<file path="src/rtl/oldland_exc_sequencer.sv">
// Exception/interrupt entry sequencer for the oldland core: latches sources, drains
// the pipeline for IRQs, pulses entry strobes and redirects to the vector table.
// Optional NMI input is enabled by defining OLDLAND_EXC_NMI_EN.
module oldland_exc_sequencer #(
  parameter int unsigned DRAIN_MIN   = 2,
  parameter int unsigned HOLD_CYCLES = 2
) (
  input  logic        clk,
  input  logic        rst,
  input  logic [25:0] vector_base,
  input  logic        irqs_enabled,
  input  logic        irq_req,
  input  logic        illegal_instr,
  input  logic        ifetch_abort,
  input  logic        data_abort,
  input  logic        pipeline_idle,
  input  logic [31:0] resume_pc,
`ifdef OLDLAND_EXC_NMI_EN
  input  logic        nmi_req,
`endif
  output logic        stall_fetch,
  output logic        flush,
  output logic        exception_start,
  output logic        irq_start,
  output logic        exception_disable_irqs,
  output logic [31:0] irq_fault_address,
  output logic        branch_req,
  output logic [31:0] branch_target,
  output logic        busy
);

  localparam int unsigned CntMax = (DRAIN_MIN > HOLD_CYCLES) ? DRAIN_MIN : HOLD_CYCLES;
  localparam int unsigned CntW   = (CntMax < 1) ? 1 : $clog2(CntMax + 1);
  localparam logic [CntW-1:0] DrainLoad = CntW'(DRAIN_MIN);
  localparam logic [CntW-1:0] HoldLoad  = CntW'(HOLD_CYCLES);

  typedef enum logic [1:0] {
    StIdle,
    StDrain,
    StEnter,
    StHold
  } state_e;

  typedef enum logic [2:0] {
    CauseIllegal,
    CauseIfetch,
    CauseData,
    CauseIrq
`ifdef OLDLAND_EXC_NMI_EN
    , CauseNmi
`endif
  } cause_e;

  state_e          state_q, state_d;
  cause_e          cause_q, cause_d;
  cause_e          sync_cause;
  cause_e          async_cause;
  logic [CntW-1:0] cnt_q, cnt_d;
  // Sticky sync pending bits: [0] illegal, [1] ifetch abort, [2] data abort.
  logic [2:0]      pend_q, pend_d;
  logic [2:0]      pend_clr;
  logic [31:0]     fault_q, fault_d;
  logic            irq_qual;
  logic            async_req;
  logic            cause_is_sync;
  logic            in_enter;
  logic [5:0]      vec_off;

  assign irq_qual = irq_req & irqs_enabled;

`ifdef OLDLAND_EXC_NMI_EN
  logic nmi_prev_q;
  logic nmi_pend_q, nmi_pend_d;
  logic nmi_clr;

  // NMI is edge-triggered and sticky, so a held-high nmi_req fires only once.
  always_comb begin
    nmi_clr    = (state_q == StEnter) && (cause_q == CauseNmi);
    nmi_pend_d = (nmi_pend_q & ~nmi_clr) | (nmi_req & ~nmi_prev_q);
  end

  always_ff @(posedge clk) begin
    if (rst) begin
      nmi_prev_q <= 1'b0;
      nmi_pend_q <= 1'b0;
    end else begin
      nmi_prev_q <= nmi_req;
      nmi_pend_q <= nmi_pend_d;
    end
  end

  assign async_req   = irq_qual | nmi_pend_q;
  assign async_cause = nmi_pend_q ? CauseNmi : CauseIrq;
`else
  assign async_req   = irq_qual;
  assign async_cause = CauseIrq;
`endif

  always_comb begin
    if (pend_q[2]) begin
      sync_cause = CauseData;
    end else if (pend_q[1]) begin
      sync_cause = CauseIfetch;
    end else begin
      sync_cause = CauseIllegal;
    end
  end

  assign cause_is_sync = (cause_q == CauseIllegal) || (cause_q == CauseIfetch) ||
                         (cause_q == CauseData);
  assign in_enter      = (state_q == StEnter);

  always_comb begin
    pend_clr = 3'b000;
    if (in_enter) begin
      case (cause_q)
        CauseIllegal: pend_clr = 3'b001;
        CauseIfetch:  pend_clr = 3'b010;
        CauseData:    pend_clr = 3'b100;
        default:      pend_clr = 3'b000;
      endcase
    end
    // A source re-asserting in the cycle it is serviced is a new event and stays pending.
    pend_d = (pend_q & ~pend_clr) | {data_abort, ifetch_abort, illegal_instr};
  end

  always_comb begin
    state_d = state_q;
    cnt_d   = cnt_q;
    cause_d = cause_q;
    fault_d = fault_q;
    flush   = 1'b0;

    unique case (state_q)
      StIdle: begin
        if (|pend_q) begin
          state_d = StEnter;
          cause_d = sync_cause;
          flush   = 1'b1;
        end else if (async_req) begin
          state_d = StDrain;
          cnt_d   = DrainLoad;
        end
      end

      StDrain: begin
        cnt_d = (cnt_q == '0) ? '0 : cnt_q - CntW'(1);
        if (|pend_q) begin
          // Sync fault wins; the IRQ is simply re-sampled after the handler entry.
          state_d = StEnter;
          cause_d = sync_cause;
          flush   = 1'b1;
        end else if (!async_req) begin
          state_d = StIdle;
        end else if ((cnt_q == '0) && pipeline_idle) begin
          state_d = StEnter;
          cause_d = async_cause;
          fault_d = resume_pc;
        end
      end

      StEnter: begin
        state_d = StHold;
        cnt_d   = HoldLoad;
      end

      StHold: begin
        // HOLD lasts HOLD_CYCLES cycles: leave when this decrement reaches zero.
        cnt_d = (cnt_q == '0) ? '0 : cnt_q - CntW'(1);
        if (cnt_q <= CntW'(1)) begin
          state_d = StIdle;
        end
      end
    endcase
  end

  always_comb begin
    vec_off = 6'h00;
    case (cause_q)
      CauseIllegal: vec_off = 6'h04;
      CauseIrq:     vec_off = 6'h0C;
      CauseIfetch:  vec_off = 6'h10;
      CauseData:    vec_off = 6'h14;
`ifdef OLDLAND_EXC_NMI_EN
      CauseNmi:     vec_off = 6'h18;
`endif
      default:      vec_off = 6'h00;
    endcase
  end

  always_comb begin
    stall_fetch            = (state_q == StDrain);
    busy                   = (state_q != StIdle);
    exception_start        = in_enter & cause_is_sync;
    irq_start              = in_enter & ~cause_is_sync;
    exception_disable_irqs = in_enter;
    branch_req             = in_enter;
    branch_target          = in_enter ? ({vector_base, 6'b0} + {26'b0, vec_off}) : 32'h0;
    irq_fault_address      = fault_q;
  end

  always_ff @(posedge clk) begin
    if (rst) begin
      state_q <= StIdle;
      cause_q <= CauseIllegal;
      cnt_q   <= '0;
      pend_q  <= 3'b000;
      fault_q <= 32'h0;
    end else begin
      state_q <= state_d;
      cause_q <= cause_d;
      cnt_q   <= cnt_d;
      pend_q  <= pend_d;
      fault_q <= fault_d;
    end
  end

endmodule

</file>
<file path="config.mk">
export PLATFORM = sky130hd
export DESIGN_NAME = oldland_exc_sequencer
export DESIGN_NICKNAME = d
export VERILOG_FILES = /design/src/rtl/oldland_exc_sequencer.sv
export SDC_FILE = /design/constraint.sdc
export NUM_CORES = 1
export LEC_CHECK = 0
export BUFFER_PORTS_ARGS = -buffer_cell sky130_fd_sc_hd__buf_2
export CORE_ASPECT_RATIO = 1.1
export CORE_MARGIN = 2
export CORE_UTILIZATION = 40
export DETAILED_ROUTE_END_ITERATION = 8
export GPL_ROUTABILITY_DRIVEN = 0
export PLACE_DENSITY_LB_ADDON = 0.15
export SETUP_SLACK_MARGIN = 0.2
export SYNTH_ARGS = -nofsm -noshare
export SYNTH_HDL_FRONTEND = slang
export SYNTH_SLANG_ARGS = --single-unit
</file>
<file path="constraint.sdc">
create_clock -name clk -period 2.1 [get_ports clk]
set_input_delay 0.21 -clock clk [delete_from_list [all_inputs] [get_ports clk]]
set_output_delay 0.21 -clock clk [all_outputs]
set_load 0.005 [all_outputs]
</file>
After elaboration in Yosys (flattened, before gate mapping)
Cells that the tools add are included.
{ "op_classes": {"n_reduce_logical": 15, "bitwise": 8, "order_cmp": 1, "muxes": 24, "n_eq_ne": 14, "n_addsub": 2} }
{ "ops": {"columns": ["op", "count"], "rows": [
  ["adder 32 x 6 -> 32 bit", 1],
  ["two-way mux 32 bit", 1],
  ["two-way mux 2 bit", 10],
  ["case mux 5 bit (4 select lines)", 1],
  ["two-way mux 3 bit", 5],
  ["case mux 3 bit (3 select lines)", 1],
  ["inequality test 2 bit (second input constant)", 4],
  ["case mux 2 bit (4 select lines)", 1],
  ["AND reduction 4 bit", 2],
  ["equality test 3 x 2 -> 1 bit (second input constant)", 2],
  ["inequality test 3 x 1 -> 1 bit (second input constant)", 2],
  ["case mux 2 bit (3 select lines)", 1],
  ["case mux 3 bit (2 select lines)", 1],
  ["equality test 2 bit (second input constant)", 2],
  ["logical NOT 2 bit", 2],
  ["inequality test 4 x 2 -> 1 bit (second input constant)", 1],
  ["nonzero test 2 bit", 2],
  ["OR reduction 2 bit", 2],
  ["AND 1 bit", 3],
  ["AND 3 bit", 1],
  ["equality test 3 x 1 -> 1 bit (second input constant)", 1],
  ["logical NOT 3 bit", 1],
  ["two-way mux 1 bit", 3],
  ["inequality test 3 bit (second input constant)", 1],
  ["other kinds (11)", 13]
]} }
{ "word_totals": {"register_bits": 42, "inputBits": 66, "elab_cells": 69, "output_inout_bits": 71} }

Longest topological paths before layout
{ "depth": {"depth_word": 6, "ltp_mapped": 7, "ltp_nobuf": 5} }

Worst setup path after synthesis
No wires, ideal clock.
{ "synth_timing": {"kind": "flip-flop to flip-flop", "startpoint": "register pend_q[1]", "endpoint": "register fault_q[16] (netlist: irq_fault_address[16])", "path_slack_ps": 352, "setup_time_ps": 132, "path_stages_with_launch": 7, "n_path_buf": 2, "required_time_ps": 1968, "t_arrival_ps": 1616, "period_less_slack_ps": 1748, "path_cell_list": "dfxtp_1 -> or3_4 -> or4_1 -> buf_2 -> buf_6 -> nand2_1 -> a21oi_1"} }
{ "synth_via": {"elab_chain_len": 3} }
{ "synth_rtl": {"columns": ["item", "line_no", "rtl"], "rows": [
  ["start: declaration", "60", "logic [2:0] pend_q, pend_d;"],
  ["start signal: assignment", "213", "pend_q <= pend_d;"],
  ["OR reduction 3 bit", "148", "if (|pend_q) begin"],
  ["inverter 1 bit (no line)", null, null],
  ["AND reduction 4 bit (no line)", null, null],
  ["end signal: assignment", "214", "fault_q <= fault_d;"],
  ["end: declaration", "62", "logic [31:0] fault_q, fault_d;"]
]} }
Every way passes these cells.
A chain may end at the register's enable or synchronous reset.

Final worst setup path
{ "layout_timing": {"startpoint": "register pend_q[1]", "endpoint": "register fault_q[30] (netlist: irq_fault_address[30])"} }
Same word-level chain as after synthesis.

==> summary.md <==
| Metric | Value |
|---|---|
| Met2 WL | `2300 um` |
| FP Rows | `26` |
| Simple-gate share of the synthesized area | `32.4%` |
| Final instance area | `0.00264 mm^2` |
| Unique cell type count in the Yosys netlist | `28` |
| Final hold violation count | `0` |
| Max VDD drop | `0.242 mV` |
| Core area | `0.00459 mm^2` |
| I/O Buffers | `133` |
| Horiz. Die Dim | `69.4 um` |
| Cells along the critical path | `or3_4, or4_1, buf_6, nand2_1, a21oi_1` |
| Pwr/cell area | `594 mW/mm^2` |
| CTS tree | `done` |
| Crit share post-route | `86.2%` |
| Clk_skew | `0.00556 ns` |
| # Max-Cap Violations | `0` |
| Final Max Tran Viols | `0` |
| Vias in the first global route | `1714` |
| Pin count of the biggest net entering global routing | `35` |
| P_leak | `1.32 nW` |
| Post-Synth XOR/XNOR Area | `0%` |
| Vias | `1996` |
| IO Pins | `137` |
| # fillers | `430` |
| Via density | `4.65` |
| Num CTS Buffers | `5` |
| Die Area | `0.00527 mm^2` |
| Seq cells post-synth | `41` |
| Drc violations | `0` |
| Unrepaired setup endpoints after global routing | `no` |
| Hold/Removal Path Class | `input port to flip-flop` |
| Placed cells | `421` |
| Nature of the critical path startpoint | `flip-flop` |
| Max Root-Sink Buffers | `2` |
| Post-synthesis mux area share | `0%` |
| Met1 WL | `1820 um` |
| Dpl ws | `0.266 ns` |
| Final setup violation count | `0` |
| # diodes | `0` |
| Area of the mapped netlist | `0.00188 mm^2` |
| Buffers and inverters on the worst path | `1` |
| Avg Cell Area, Syn | `7.65 um^2` |
| Register area share after synthesis | `43.6%` |
| GRT Overall Usage | `17.1%` |
| Final min period | `1.81 ns` |
| Crit path required time | `2.26 ns` |
| Fin util | `57.4%` |
| Worst-path maximum fanout | `32` |
| CP endpoint kind | `flip-flop` |
| Most frequent cells in the layout | `buf_2 (133), nand2_1 (68), dfxtp_1 (40)` |
| Total clock sinks | `41` |
| Dpl cell area | `0.00255 mm^2` |
| Starting Density | `41.1%` |
| Detailed Place HPWL | `3500 um` |
| Layout cells sized above 1 | `39.7%` |
| Highest-delay cell along the critical path | `or4_1` |
| Cell count after synthesis | `246` |
| Critical path class | `flip-flop to flip-flop` |
| Initial antenna violation count | `0` |
| Worst stage delay on the critical path | `0.54 ns` |
| Top delay family on crit path | `simple AND/OR/NAND/NOR gates` |
| DR WL met3 | `421 um` |
| Gr ovfl total | `0` |
| Worst-Skew Late Latency | `0.29 ns` |
| WHS | `0.130 ns` |
| Synthesis-to-finish area growth | `39.9%` |
| Fin cells | `429` |
| Power Total | `1.56 mW` |
| Die Y | `76.0 um` |
| Crit path DAT | `1.97 ns` |
| Largest family of logic cells by synthesized area | `simple AND/OR/NAND/NOR gates` |
| Final setup margin | `0.291 ns` |
| Yosys warns | `0` |
| First-pass GRT wire length | `7380 um` |
| ANT nets after route | `0` |
| Highest metal used | `met4` |
| Post-synthesis compound-gate area fraction | `12.6%` |
| Synthesized-area fraction occupied by adder cells | `3.99%` |
| Htree depth | `2` |
| Nets@finish | `444` |
| Drt total wl | `4600 um` |
| Fmax | `553 MHz` |
| Outcome | `complete, no violations` |
| Clock slew at reported path FFs | `0.08 ns` |
| Setup TNS | `0 ns` |
| DRC marker count from the first detailed-route iteration | `79` |
| First-pass DRT Iterations | `4` |
| CTS Root Cell | `clkbuf_8` |
| Commonest non-fill, non-tap cell in the layout | `buf_2` |
| Wire length per cell | `10.7 um` |
-- worst paths after layout --
kind / startpoint / end / slack (ns) / cells past startpoint
worst min register to register: irq_fault_address[23] / irq_fault_address[23] / 0.45 / 2
worst max-delay path: pend_q[1] / irq_fault_address[30] / 0.29 / 5
worst min-delay path: illegal_instr / pend_q[0] / 0.13 / 3
worst max register to register: pend_q[1] / irq_fault_address[30] / 0.29 / 5
-- flip-flops by register name (all words and copies together), names as in the netlist --
signal	count
cnt_q	2
state_q	2
cause_q	2
irq_fault_address	32
pend_q	3
-- power by group --
group          switching (mW)  total (mW)  internal (mW)
Clock                   0.262       0.492          0.230
Sequential             0.0211       0.815          0.794
Combinational           0.122       0.256          0.135
-- worst reg2reg max path, stage by stage, from the launching register on --
cell	delay (ns)
dfxtp_1	0.34
or3_4	0.43
or4_1	0.54
buf_6	0.20
nand2_1	0.09
a21oi_1	0.06
-- layout make-up --
class	count	area, um^2	share of cell area [%]
Inverter	5	18.8	0.712
Multi-Input combinational cell	182	942	35.8
Tap cell	56	70.1	2.66
Timing Repair Buffer	137	699	26.5
Sequential cell	41	822	31.2
Clock inverter	2	10.0	0.380
Clock buffer	6	72.6	2.75
-- synthesized netlist by cell type --
master,instances,area (um^2)
a211oi_1,1,7.51
o21ai_0,2,10.0
buf_2,4,20.0
clkbuf_1,9,33.8
nor4_2,1,12.5
or2_2,1,6.26
nor2_1,12,45.0
nor3_1,4,20.0
nor3b_1,1,7.51
inv_1,5,18.8
buf_6,3,33.8
or3_1,2,12.5
or4_1,1,7.51
nand2_1,68,255
o41ai_1,1,8.76
nand2b_1,4,25.0
a21oi_1,39,195
dfxtp_1,41,821
nand3_1,1,5.00
conb_1,1,3.75
and2_1,29,181
ha_1,6,75.1
o221ai_1,1,8.76
nand3b_1,2,15.0
buf_4,4,30.0
o22ai_1,1,6.26
or3_4,1,11.3
nor2b_1,1,6.26
-- metal layers --
| layer | vias to the layer above | global-route usage, % |
|---|---|---|
| met5 | - | 0 |
| met1 | 865 | 18.9 |
| met2 | 95 | 30.4 |
| met4 | 0 | 5.88 |
| li1 | 1031 | - |
| met3 | 5 | 5.45 |
-- logic make-up (layout without fill, tap and decap cells) --
group	count (synthesis)	after routing
simple gates	128	128
compound gates	45	45
flops	41	41
buf+inv	25	150
fa+ha+maj	6	6
other cells	1	3
-- timing repair --
item	4_1_cts	5_1_grt
resized for setup	0	2
setup endpoints to repair	0	46
hold buffers	0	0
setup buffers	0	0
No activity file was read; power rests on OpenSTA's default activity.
